`config.mk`:
```
export PLATFORM = sky130hd
export DESIGN_NAME = pipe_ctrl
export DESIGN_NICKNAME = d
export VERILOG_FILES = /design/src/rtl/pipe_ctrl.sv
export SDC_FILE = /design/constraint.sdc
export NUM_CORES = 1
export LEC_CHECK = 0
export BUFFER_PORTS_ARGS = -buffer_cell sky130_fd_sc_hd__buf_2
export CAP_MARGIN = 20
export CORE_UTILIZATION = 30
export CTS_CLUSTER_DIAMETER = 150
export DETAILED_ROUTE_END_ITERATION = 8
export PLACE_DENSITY = 0.79
export SYNTH_ARGS = -nofsm -noshare
export SYNTH_HDL_FRONTEND = slang
export SYNTH_SLANG_ARGS = --single-unit
```
`constraint.sdc`:
```
create_clock -name clk -period 1.7 [get_ports clk]
set_input_delay 0 -clock clk [delete_from_list [all_inputs] [get_ports clk]]
set_output_delay 0 -clock clk [all_outputs]
set_load 0.01 [all_outputs]
```
`src/rtl/pipe_ctrl.sv`:
```
// Pipeline sequencing controller: stall/bubble/flush/redirect and data-memory handshake.
// Optional stall-cycle counter enabled by defining PIPE_CTRL_STALL_CNT_EN.

`ifndef MEM_RW
`define MEM_RW 2
`endif
`ifndef MEM_DISABLE
`define MEM_DISABLE 2'b00
`endif
`ifndef MEM_READ
`define MEM_READ 2'b01
`endif
`ifndef MEM_WRITE
`define MEM_WRITE 2'b10
`endif

module pipe_ctrl #(
    parameter int unsigned FENCE_DRAIN_CYCLES = 2
) (
    input  logic              clk,
    input  logic              rst,
    input  logic [4:0]        id_rs1_raddr,
    input  logic [4:0]        id_rs2_raddr,
    input  logic              id_fence,
    input  logic [`MEM_RW-1:0] ex_mem_rw,
    input  logic [4:0]        ex_rd_waddr,
    input  logic              ex_br_taken,
    input  logic [31:0]       ex_br_target,
    input  logic              dmem_gnt,
    input  logic              dmem_rvalid,
    output logic              dmem_req,
    output logic              if_stall,
    output logic              id_stall,
    output logic              ex_stall,
    output logic              ex_bubble,
    output logic              id_flush,
    output logic              pc_redirect,
    output logic [31:0]       pc_target,
    output logic [31:0]       stall_cnt
);

    localparam int unsigned CNT_W = (FENCE_DRAIN_CYCLES > 1) ? $clog2(FENCE_DRAIN_CYCLES) : 1;

    typedef enum logic [1:0] {
        S_RUN      = 2'd0,
        S_MEM_REQ  = 2'd1,
        S_MEM_RESP = 2'd2,
        S_FENCE    = 2'd3
    } state_t;

    state_t             state, state_nxt;
    logic [CNT_W-1:0]   cnt, cnt_nxt;
    logic               mem_op, is_load, is_store, load_use, done, resolve;

    assign mem_op   = (ex_mem_rw != `MEM_DISABLE);
    assign is_load  = (ex_mem_rw == `MEM_READ);
    assign is_store = (ex_mem_rw == `MEM_WRITE);
    assign done     = dmem_gnt & (is_store | dmem_rvalid);
    assign load_use = is_load && (ex_rd_waddr != 5'd0) &&
                      ((ex_rd_waddr == id_rs1_raddr) || (ex_rd_waddr == id_rs2_raddr));

    // State and fence drain counter
    always_ff @(posedge clk) begin
        if (rst) begin
            state <= S_RUN;
            cnt   <= '0;
        end else begin
            state <= state_nxt;
            cnt   <= cnt_nxt;
        end
    end

    // Next state and hazard outputs
    always_comb begin
        state_nxt   = state;
        cnt_nxt     = cnt;
        resolve     = 1'b0;
        dmem_req    = 1'b0;
        if_stall    = 1'b0;
        id_stall    = 1'b0;
        ex_stall    = 1'b0;
        ex_bubble   = 1'b0;
        id_flush    = 1'b0;
        pc_redirect = 1'b0;
        pc_target   = 32'd0;

        unique case (state)
            S_RUN: begin
                if (mem_op) begin
                    dmem_req = 1'b1;
                    if (done) begin
                        resolve = 1'b1;
                    end else begin
                        {if_stall, id_stall, ex_stall} = 3'b111;
                        state_nxt = dmem_gnt ? S_MEM_RESP : S_MEM_REQ;
                    end
                end else if (ex_br_taken) begin
                    pc_redirect = 1'b1;
                    pc_target   = ex_br_target;
                    id_flush    = 1'b1;
                    ex_bubble   = 1'b1;
                end else begin
                    resolve = 1'b1;
                end
            end
            S_MEM_REQ: begin
                dmem_req = 1'b1;
                if (done) begin
                    resolve   = 1'b1;
                    state_nxt = S_RUN;
                end else begin
                    {if_stall, id_stall, ex_stall} = 3'b111;
                    if (dmem_gnt) state_nxt = S_MEM_RESP;
                end
            end
            S_MEM_RESP: begin
                if (dmem_rvalid) begin
                    resolve   = 1'b1;
                    state_nxt = S_RUN;
                end else begin
                    {if_stall, id_stall, ex_stall} = 3'b111;
                end
            end
            S_FENCE: begin
                if (cnt == '0) begin
                    state_nxt = S_RUN;
                end else begin
                    {if_stall, id_stall, ex_bubble} = 3'b111;
                    cnt_nxt = cnt - CNT_W'(1);
                end
            end
            default: state_nxt = S_RUN;
        endcase

        // Once execute is free to advance: load-use bubble beats fence entry
        if (resolve) begin
            if (load_use) begin
                {if_stall, id_stall, ex_bubble} = 3'b111;
            end else if (id_fence) begin
                {if_stall, id_stall, ex_bubble} = 3'b111;
                state_nxt = S_FENCE;
                cnt_nxt   = CNT_W'(FENCE_DRAIN_CYCLES - 1);
            end
        end

        if (rst) begin
            dmem_req    = 1'b0;
            if_stall    = 1'b0;
            id_stall    = 1'b0;
            ex_stall    = 1'b0;
            ex_bubble   = 1'b0;
            id_flush    = 1'b0;
            pc_redirect = 1'b0;
            pc_target   = 32'd0;
        end
    end

`ifdef PIPE_CTRL_STALL_CNT_EN
    logic [31:0] stall_cnt_q;

    // Free-running stall-cycle counter, wraps naturally
    always_ff @(posedge clk) begin
        if (rst)           stall_cnt_q <= 32'd0;
        else if (if_stall) stall_cnt_q <= stall_cnt_q + 32'd1;
    end

    assign stall_cnt = stall_cnt_q;
`else
    assign stall_cnt = 32'd0;
`endif

endmodule

```
==> results of run 1 <==
[kinds of logic (layout without fill, tap and decap cells)]
group           count (synthesis)  in the layout
flops                           3              3
simple gates                   58             58
xor+xnor                       10             10
compound gates                 25             25
other cells                     1             32
buf+inv                        42            108
fa+ha+maj                       5              5
[placed cells by master, fill, tap and decap left out, types with 2 or more instances in the layout]
master    Yosys  routed
a21oi_1       4       4
o311a_1       2       2
xor2_1        6       6
clkbuf_4      0       3
nor2b_1       5       4
ha_4          0       2
o21ai_0       4       4
xnor2_1       4       4
and2_1       33      33
nor3_1        3       3
o211ai_1      2       2
buf_4        34       4
nor2_1        6       5
nand3_1       4       4
inv_1         5       4
ha_2          0       2
nand2_1       4       4
conb_1        1      32
buf_2         0      93
[power by group through the flow]
stage	clock network, uW	registers, uW	logic, uW
final	122	138	858
after CTS	131	138	836
after floorplan	0	128	549
after global placement	0	132	751
after detailed placement	0	135	758
after global routing	136	140	957
[flip-flops by register name (all words and copies together) (netlist names)]
signal  count
cnt         1
state       2
[path summary, 6_finish.rpt]
check	to	slack (ps)	cells after the start
worst min register to register	cnt	520	2
worst min-delay path	state[1]	60	2
worst max-delay path	if_stall	-110	7
worst max register to register	state[1]	150	6
[layer usage]
metal,vias up,share of wire (%),global-route usage [%]
met5,-,0,0
met4,0,0,6.31
met3,0,4.7,2.81
met2,48,55,23.9
met1,515,41,16.0
li1,608,-,-
[stage by stage]
stage | total power, uW | hold slack (ps) | TNS (ps) | cell area (um^2) | utilization, %
3_5_place_dp | 893 | 284 | 0 | 1450 | 46.3
6_report | 1120 | 64.6 | -442 | 1530 | 48.8
3_3_place_gp | 884 | 283 | 0 | 1450 | 46.3
5_1_grt | 1230 | 62.5 | -5110 | 1530 | 48.8
4_1_cts | 1100 | 42.2 | -1080 | 1520 | 48.7
2_1_floorplan | 677 | 47.5 | 0 | 1140 | -
[worst register-to-register path, cell delays in order (launching register included)]
cell and delay [ps]:
dfxtp_4 360, inv_1 150, ha_2 270, inv_1 80, o2111ai_2 250, nand3_1 170, o22ai_1 180
[cell type report]
| cell class | count | area [um^2] | area share, % |
|---|---|---|---|
| timing repair buffer | 99 | 527 | 34.5 |
| inverter | 5 | 18.8 | 1.23 |
| sequential | 3 | 65.1 | 4.26 |
| clock buffer | 4 | 26.3 | 1.72 |
| tap | 44 | 55.1 | 3.61 |
| multi-input combinational | 130 | 835 | 54.7 |
[repair_timing]
action | CTS | global route
hold buffers | 0 | 0
hold endpoints to repair | 0 | 0
pin swaps | 3 | 0
setup buffers | 1 | 0
setup endpoints to repair | 35 | 37
gates resized for setup | 9 | 1
==> metrics.md, run 1 <==
| Metric | Value |
|---|---|
| Post-synthesis compound-gate area fraction | `17.7%` |
| Net Switching | `498 uW` |
| # DRC | `0` |
| Top Ports | `126` |
| Violated checks | `setup timing` |
| Reg2reg start | `state[1]` |
| H-tree depth | `1` |
| Drt first pass iters | `4` |
| Main combinational cell family by area after synthesis | `simple AND/OR/NAND/NOR gates` |
| CP peak stage delay | `360 ps` |
| # diodes | `0` |
| Setup violators final | `24` |
| Buffers and inverters on the worst path | `3` |
| Comb power frac | `76.7%` |
| Hold path start | `rst` |
| Max clock buf depth | `2` |
| Async set or reset register ratio after synthesis | `0%` |
| Top cell type by total area after synthesis | `buf_4` |
| HP Class | `in -> reg` |
| Routed Wire Length | `2.72 mm` |
| Worst slack, placed | `39.6 ps` |
| Max-cap violations | `0` |
| CTS tree | `done` |
| Final global-route overflow total | `0` |
| Fin nets | `302` |
| Worst-path clk slew | `40 ps` |
| CP endpoint kind | `output pin` |
| Iter 0 DRT Violations | `39` |
| Initial antenna violation count | `0` |
| CTS Sinks | `3` |
| Required @ worst endpoint | `1700 ps` |
| Dominant cells by area after synthesis | `buf_4 (25%), and2_1 (20%), ha_1 (6.2%)` |
| Worst vdd ir | `296 uV` |
| Initial core utilization | `32.4%` |
| Vias in the first global route | `942` |
| Synth top area share | `25.2%` |
| Max Fclk | `0.554 GHz` |
| Fin crit share | `106%` |
| Die Y | `60.1 um` |
| Share of layout cells above drive strength 1 | `49.0%` |
| Status | `complete, but fails checks` |
| Post-Syn Instances | `144` |
| Routability Congestion | `0.911` |
| GRT Total Usage | `13.8%` |
| Leak | `0.000881 uW` |
| Final Hold Viols | `0` |
| Skew-Pair Late Insertion Delay | `230 ps` |
| Cell variety after synth | `34` |
| Final worst clock skew | `0.857 ps` |
| Num CTS Buffers | `3` |
| Die Area | `0.00361 mm^2` |
| Via-to-Cell Ratio | `4.11` |
| Critical Path Start Type | `flip-flop` |
| First-pass GRT wire length | `3.80 mm` |
| Critical Path Fanout Max | `5` |
| Crit path cell chain | `inv_1 > ha_2 > inv_1 > o2111ai_2 > o2bb2ai_1 > o311a_1 > buf_2` |
| Most frequent CP cell | `inv_1` |
| Unrepaired setup endpoints after global routing | `yes` |
| Post-synthesis adder-cell area fraction | `6.17%` |
| Most common cell in the synthesized netlist | `buf_4` |
| Placed Cells | `280` |
| Mapped Area | `0.00101 mm^2` |
| P per Cell Area | `733 mW/mm^2` |
| Mux cell area share after synthesis | `0%` |
| Synth Area per Inst | `7.04 um^2` |
| Synth top cells by count | `buf_4 (34), and2_1 (33), nor2_1 (6), xor2_1 (6)` |
| Fillers | `318` |
| Sw Share | `44.5%` |
| Routed Antenna Nets | `0` |
| Post-synthesis sequential area ratio | `5.93%` |
| Routed wire per std cell | `9.53 um` |
| Post-synth EDFFs | `0` |
| Area Overhead vs Synth | `50.6%` |
| CP top delay family | `compound AO/OA/AOI/OAI gates` |
| Largest net degree at the start of global routing | `35` |
| Launch point of the worst path | `state[1]` |
| Post-synthesis xor/xnor area fraction | `8.64%` |
| Tmin final | `1810 ps` |
| Simple-Gate Fraction of Synth Area | `33.1%` |
| Die Span X | `60.1 um` |
| Clock root cell | `clkbuf_4` |
| Setup CP Type | `reg -> out` |
| Worst-path cell with the longest stage delay | `dfxtp_4` |
| #FFs+latches synth | `3` |
| Hpwl dp | `2.29 mm` |
| Warnings from Yosys | `0` |
| Port bufs | `93` |
| P_int | `621 uW` |
| Core region area | `0.00313 mm^2` |
| Site Rows | `20` |
| Sequential share of power | `12.4%` |
| Ys flop type | `dfxtp_1` |
| Setup ws final | `-106 ps` |
| Routed vias | `1171` |
| Final Non-Filler Cells | `285` |
| Final slew viol count | `0` |
| CP Data Arrival Time | `1810 ps` |
| Clk pwr share | `10.9%` |
Note: power is estimated with default switching activity, not from simulation.
==> run 2: changes to the inputs <==
--- a/config.mk
+++ b/config.mk
@@ -14,3 +14,4 @@
 export SYNTH_ARGS = -nofsm -noshare
 export SYNTH_HDL_FRONTEND = slang
 export SYNTH_SLANG_ARGS = --single-unit
+export TNS_END_PERCENT = 5
==> metrics.md, run 2 (synthesis results as in run 1) <==
| Metric | Value |
|---|---|
| Status | `complete, but fails checks (unchanged)` |
| Violated checks | `setup timing (unchanged)` |
| Worst-path cell with the longest stage delay | `dfxtp_4 (unchanged)` |
| Largest register FFs | `2 (unchanged)` |
| Site Rows | `20 (unchanged)` |
| Routed Wire Length | `2.71 mm (was 2.72 mm)` |
| R2R cell count | `6 (unchanged)` |
| Core region area | `0.00313 mm^2 (unchanged)` |
| CP endpoint kind | `output pin (unchanged)` |
| Final Cell Area | `0.00153 mm^2 (unchanged)` |
| Skew-Pair Late Insertion Delay | `230 ps (about the same)` |
| Routed Antenna Nets | `0 (unchanged)` |
| Routed wire per std cell | `9.51 um (was 9.53 um)` |
| M2 GR Usage | `23.9% (unchanged)` |
| Initial core utilization | `32.4% (unchanged)` |
| Worst vdd ir | `296 uV (about the same)` |
| P per Cell Area | `733 mW/mm^2 (about the same)` |
| Via-to-Cell Ratio | `4.10 (was 4.11)` |
| Hpwl dp | `2.29 mm (unchanged)` |
| Tmin final | `1810 ps (about the same)` |
| Top Registers | `state x2, cnt x1 (unchanged)` |
| Setup CP Type | `reg -> out (unchanged)` |
| Fin nets | `302 (unchanged)` |
| Die Area | `0.00361 mm^2 (unchanged)` |
| Largest net degree at the start of global routing | `35 (unchanged)` |
| Iter 0 DRT Violations | `34 (was 39)` |
| CTS tree | `done (unchanged)` |
| GRT Total Usage | `13.8% (unchanged)` |
| Worst Hold Depth | `2 (unchanged)` |
| Clk pwr share | `10.9% (about the same)` |
| Share of layout cells above drive strength 1 | `49.0% (unchanged)` |
| Clock root cell | `clkbuf_4 (unchanged)` |
| HP Class | `in -> reg (unchanged)` |
| Setup ws final | `-107 ps (was -106 ps)` |
| Largest Register | `state (unchanged)` |
| # diodes | `0 (unchanged)` |
| GRT met3 Usage | `2.81% (unchanged)` |
| Leak | `0.000881 uW (about the same)` |
| Port bufs | `93 (unchanged)` |
| Hold_buf cts | `0 (unchanged)` |
| Placed Cells | `280 (unchanged)` |
| CP Data Arrival Time | `1810 ps (about the same)` |
| Max-cap violations | `0 (unchanged)` |
| CTS Sinks | `3 (unchanged)` |
| Commonest non-fill, non-tap cell in the layout | `buf_2 (unchanged)` |
| # DRC | `0 (unchanged)` |
| Die Span X | `60.1 um (unchanged)` |
| Fillers | `318 (unchanged)` |
| Critical Path Fanout Max | `5 (unchanged)` |
| Most frequent cells in the layout | `buf_2 (93), and2_1 (33), conb_1 (32) (unchanged)` |
| P_int | `620 uW (was 621 uW)` |
| Final slew viol count | `0 (unchanged)` |
| Critical Path Start Type | `flip-flop (unchanged)` |
| Final global-route overflow total | `0 (unchanged)` |
| Routability Congestion | `0.911 (unchanged)` |
| GRT busiest layer | `met2 (unchanged)` |
| Final Non-Filler Cells | `285 (unchanged)` |
| Met1 Track Usage GR | `16.0% (unchanged)` |
| CP peak stage delay | `360 ps (about the same)` |
| Top Ports | `126 (unchanged)` |
| Setup violators final | `20 (was 24)` |
| Crit path cell chain | `inv_1 > ha_2 > inv_1 > o2111ai_2 > o2bb2ai_1 > o311a_1 > buf_2 (unchanged)` |
| Die Y | `60.1 um (unchanged)` |
| First-pass GRT wire length | `3.80 mm (unchanged)` |
| Area Overhead vs Synth | `50.6% (unchanged)` |
| Max Fclk | `0.553 GHz (was 0.554 GHz)` |
| Setup TNS | `-416 ps (was -442 ps)` |
| Comb power frac | `76.7% (about the same)` |
| Initial antenna violation count | `0 (unchanged)` |
| Placed cell areas | `0.00145 mm^2 (unchanged)` |
| H-tree depth | `1 (unchanged)` |
| Drt first pass iters | `4 (unchanged)` |
| Sw Share | `44.5% (about the same)` |
| Unrepaired setup endpoints after global routing | `yes (unchanged)` |
| Final Hold Viols | `0 (unchanged)` |
| Routed vias | `1168 (was 1171)` |
| Required @ worst endpoint | `1700 ps (about the same)` |
| Net Switching | `498 uW (about the same)` |
| Fin crit share | `106% (about the same)` |
| Num CTS Buffers | `3 (unchanged)` |
| Max clock buf depth | `2 (unchanged)` |
| Vias in the first global route | `942 (unchanged)` |
| Most frequent CP cell | `inv_1 (unchanged)` |
| Worst-path clk slew | `40 ps (about the same)` |
| Final worst clock skew | `0.857 ps (unchanged)` |
| Sequential share of power | `12.4% (about the same)` |
-- run 2: cell counts in the layout (fill, tap and decap cells not counted) --
No cell type changed its count.
-- run 2: metal layers --
| layer | vias to the layer above | share of wire (%) |
|---|---|---|
| li1 | 608 | - |
| met1 | 513 | 41 |
| met2 | 47 | 55 |
| met3 | 0 | 4.7 |
| met4 | 0 | 0 |
| met5 | - | 0 |
-- run 2: area by class of cell --
type                    count  area [um^2]  share of cell area (%)
multi-input cells         130          835                    54.7
repair buffers             99          527                    34.5
flip-flops and latches      3         65.1                    4.26
clock buffers               4         26.3                    1.72
inverters                   5         18.8                    1.23
well taps                  44         55.1                    3.61
-- run 2: repair_timing --
item,CTS,global route
setup endpoints to repair,35,37
resized for setup,9,1
buffers inserted,1,0
pin swaps,2,0
-- run 2: worst max-delay path: cells and delay by family, from the launching register on --
family                     cells  cell delay (ps)
AOI/OAI and AO/OA              3              580
buffers and inverters          3              360
DFF                            1              360
adders and majority gates      1              270
-- run 2: worst paths after layout --
check                 from       end  slack, ps
hold / removal         rst  state[1]         60
setup / recovery  state[1]  if_stall       -110
hold reg to reg        cnt       cnt        510
setup reg to reg  state[1]  state[1]        150
-- run 2: power by group through the flow --
| stage | sequential, uW | combinational, uW | clock, uW |
|---|---|---|---|
| floorplan | 128 | 549 | 0 |
| global placement | 132 | 751 | 0 |
| detailed placement | 135 | 758 | 0 |
| CTS | 138 | 836 | 131 |
| global route | 140 | 957 | 136 |
| finish | 138 | 858 | 122 |
-- run 2: per-stage QoR --
step / hold slack [ps] / total power, uW / utilization, % / setup WS [ps]
after global placement: 283 / 884 / 46.3 / 63.8
after floorplan: 47.5 / 677 / - / 3.81
after detailed placement: 284 / 893 / 46.3 / 39.6
final: 64.9 / 1120 / 48.8 / -107
after CTS: 42.2 / 1110 / 48.7 / -98.5
after global routing: 62.5 / 1230 / 48.8 / -203
==> run 3: changes to the inputs <==
--- a/config.mk
+++ b/config.mk
@@ -11,6 +11,7 @@
 export CTS_CLUSTER_DIAMETER = 150
 export DETAILED_ROUTE_END_ITERATION = 8
 export PLACE_DENSITY = 0.79
+export RECOVER_POWER = 50
 export SYNTH_ARGS = -nofsm -noshare
 export SYNTH_HDL_FRONTEND = slang
 export SYNTH_SLANG_ARGS = --single-unit
==> metrics.md, run 3 (synthesis results as in run 1) <==
| Metric | Value |
|---|---|
| Top Ports | `126 (unchanged)` |
| Final global-route overflow total | `0 (unchanged)` |
| Top Registers | `state x2, cnt x1 (unchanged)` |
| Routed Wire Length | `2.71 mm (about the same)` |
| Hold_buf cts | `0 (unchanged)` |
| HP Class | `in -> reg (unchanged)` |
| Leak | `0.000878 uW (was 0.000881 uW)` |
| Worst vdd ir | `295 uV (was 296 uV)` |
| Setup ws final | `-107 ps (unchanged)` |
| Largest net degree at the start of global routing | `35 (unchanged)` |
| CP peak stage delay | `360 ps (about the same)` |
| Share of layout cells above drive strength 1 | `48.5% (was 49.0%)` |
| Final worst clock skew | `0.857 ps (unchanged)` |
| Final slew viol count | `0 (unchanged)` |
| Clock root cell | `clkbuf_4 (unchanged)` |
| Commonest non-fill, non-tap cell in the layout | `buf_2 (unchanged)` |
| Area of the multi-input gates | `835 um^2 (unchanged)` |
| Final core utilization | `48.8% (about the same)` |
| Worst-path cell with the longest stage delay | `dfxtp_4 (unchanged)` |
| Critical Path Fanout Max | `5 (unchanged)` |
| Drt first pass iters | `4 (unchanged)` |
| Port bufs | `93 (unchanged)` |
| Routed wire per std cell | `9.52 um (was 9.51 um)` |
| Status | `complete, but fails checks (unchanged)` |
| Die Span X | `60.1 um (unchanged)` |
| Setup CP Type | `reg -> out (unchanged)` |
| CP endpoint kind | `output pin (unchanged)` |
| Routed Antenna Nets | `0 (unchanged)` |
| Routability Congestion | `0.911 (unchanged)` |
| FF/Latch Area | `65.1 um^2 (unchanged)` |
| Fillers | `319 (was 318)` |
| Iter 0 DRT Violations | `34 (unchanged)` |
| CP Data Arrival Time | `1810 ps (about the same)` |
| Fin nets | `302 (unchanged)` |
| Hpwl dp | `2.29 mm (unchanged)` |
| Unrepaired setup endpoints after global routing | `yes (unchanged)` |
| Vias in the first global route | `942 (unchanged)` |
| Worst-path clk slew | `40 ps (about the same)` |
| Die Y | `60.1 um (unchanged)` |
| GRT Total Usage | `13.8% (unchanged)` |
| Skew-Pair Late Insertion Delay | `230 ps (about the same)` |
| Crit path cell chain | `inv_1 > ha_2 > inv_1 > o2111ai_2 > o2bb2ai_1 > o311a_1 > buf_2 (unchanged)` |
| Setup violators final | `20 (unchanged)` |
| Routed vias | `1168 (unchanged)` |
| Via-to-Cell Ratio | `4.10 (unchanged)` |
| Final Cell Area | `0.00153 mm^2 (about the same)` |
| CTS tree | `done (unchanged)` |
| Fin crit share | `106% (unchanged)` |
| Max Fclk | `0.553 GHz (unchanged)` |
| Area Overhead vs Synth | `50.5% (was 50.6%)` |
| Num CTS Buffers | `3 (unchanged)` |
| Critical Path Start Type | `flip-flop (unchanged)` |
| Max clock buf depth | `2 (unchanged)` |
| Tmin final | `1810 ps (unchanged)` |
| CTS Sinks | `3 (unchanged)` |
| Site Rows | `20 (unchanged)` |
| Most frequent cells in the layout | `buf_2 (92), and2_1 (33), conb_1 (32) (was buf_2 (93), and2_1 (33), conb_1 (32))` |
| Placed cell areas | `0.00145 mm^2 (unchanged)` |
| Core region area | `0.00313 mm^2 (unchanged)` |
| Power Total | `1120 uW (about the same)` |
| Largest register FFs | `2 (unchanged)` |
| Violated checks | `setup timing (unchanged)` |
| Die Area | `0.00361 mm^2 (unchanged)` |
| First-pass GRT wire length | `3.80 mm (unchanged)` |
| Initial core utilization | `32.4% (unchanged)` |
| Most frequent CP cell | `inv_1 (unchanged)` |
| Initial antenna violation count | `0 (unchanged)` |
| Required @ worst endpoint | `1700 ps (about the same)` |
| # DRC | `0 (unchanged)` |
| # diodes | `0 (unchanged)` |
| Final Hold Viols | `0 (unchanged)` |
| Largest Register | `state (unchanged)` |
| P per Cell Area | `732 mW/mm^2 (was 733 mW/mm^2)` |
| H-tree depth | `1 (unchanged)` |
| Max-cap violations | `0 (unchanged)` |
-- run 3: cell types whose count changed in the layout (fill, tap and decap cells not counted), sizes merged --
cell / previous run / this run
buf: 99 / 98
clkbuf: 4 / 5
-- run 3: where the power goes --
part / internal [uW] / switching (uW)
combinational: 424 / 432
clock: 87.8 / 34.6
sequential: 107 / 31.6
-- run 3: path summary, 6_finish.rpt --
| kind | from | end | slack, ps | depth (start not counted) |
|---|---|---|---|---|
| max | state[1] | if_stall | -110 | 7 |
| min | rst | state[1] | 60 | 2 |
| max reg2reg | state[1] | state[1] | 150 | 6 |
| min reg2reg | cnt | cnt | 510 | 2 |
-- run 3: final cells by class --
cell class              instances  area share [%]
multi-input cells             130            54.7
repair buffers                 99            34.5
flip-flops and latches          3            4.27
inverters                       5            1.23
clock buffers                   4            1.72
well taps                      44            3.61
-- run 3: what timing repair did --
| action | CTS | global route |
|---|---|---|
| gates resized for setup | 9 | 1 |
| endpoints found under the setup margin | 35 | 37 |
| gates cloned | 0 | 0 |
| pin swaps | 2 | 0 |
| buffers inserted | 1 | 0 |
-- run 3: metal layers --
metal | part of all wire, % | global-route usage, %
met1 | 41 | 16.0
met2 | 55 | 23.9
met3 | 4.7 | 2.81
met4 | 0 | 6.31
met5 | 0 | 0
-- run 3: critical path: cells and delay by family, from the launching register on --
kind                     cells  cell delay [ps]
adder cells (fa/ha/maj)      1              270
AO/OA/AOI/OAI                3              580
flip-flops                   1              360
buffers and inverters        3              360
-- run 3: stage by stage --
step	hold slack [ps]	setup TNS, ps	setup WS (ps)	cells
4_1_cts	42.2	-1100	-98.5	285
6_report	64.9	-416	-107	285
2_1_floorplan	47.5	0	3.81	175
5_1_grt	62.5	-5110	-203	285
3_3_place_gp	283	0	63.8	280
3_5_place_dp	284	0	39.6	280
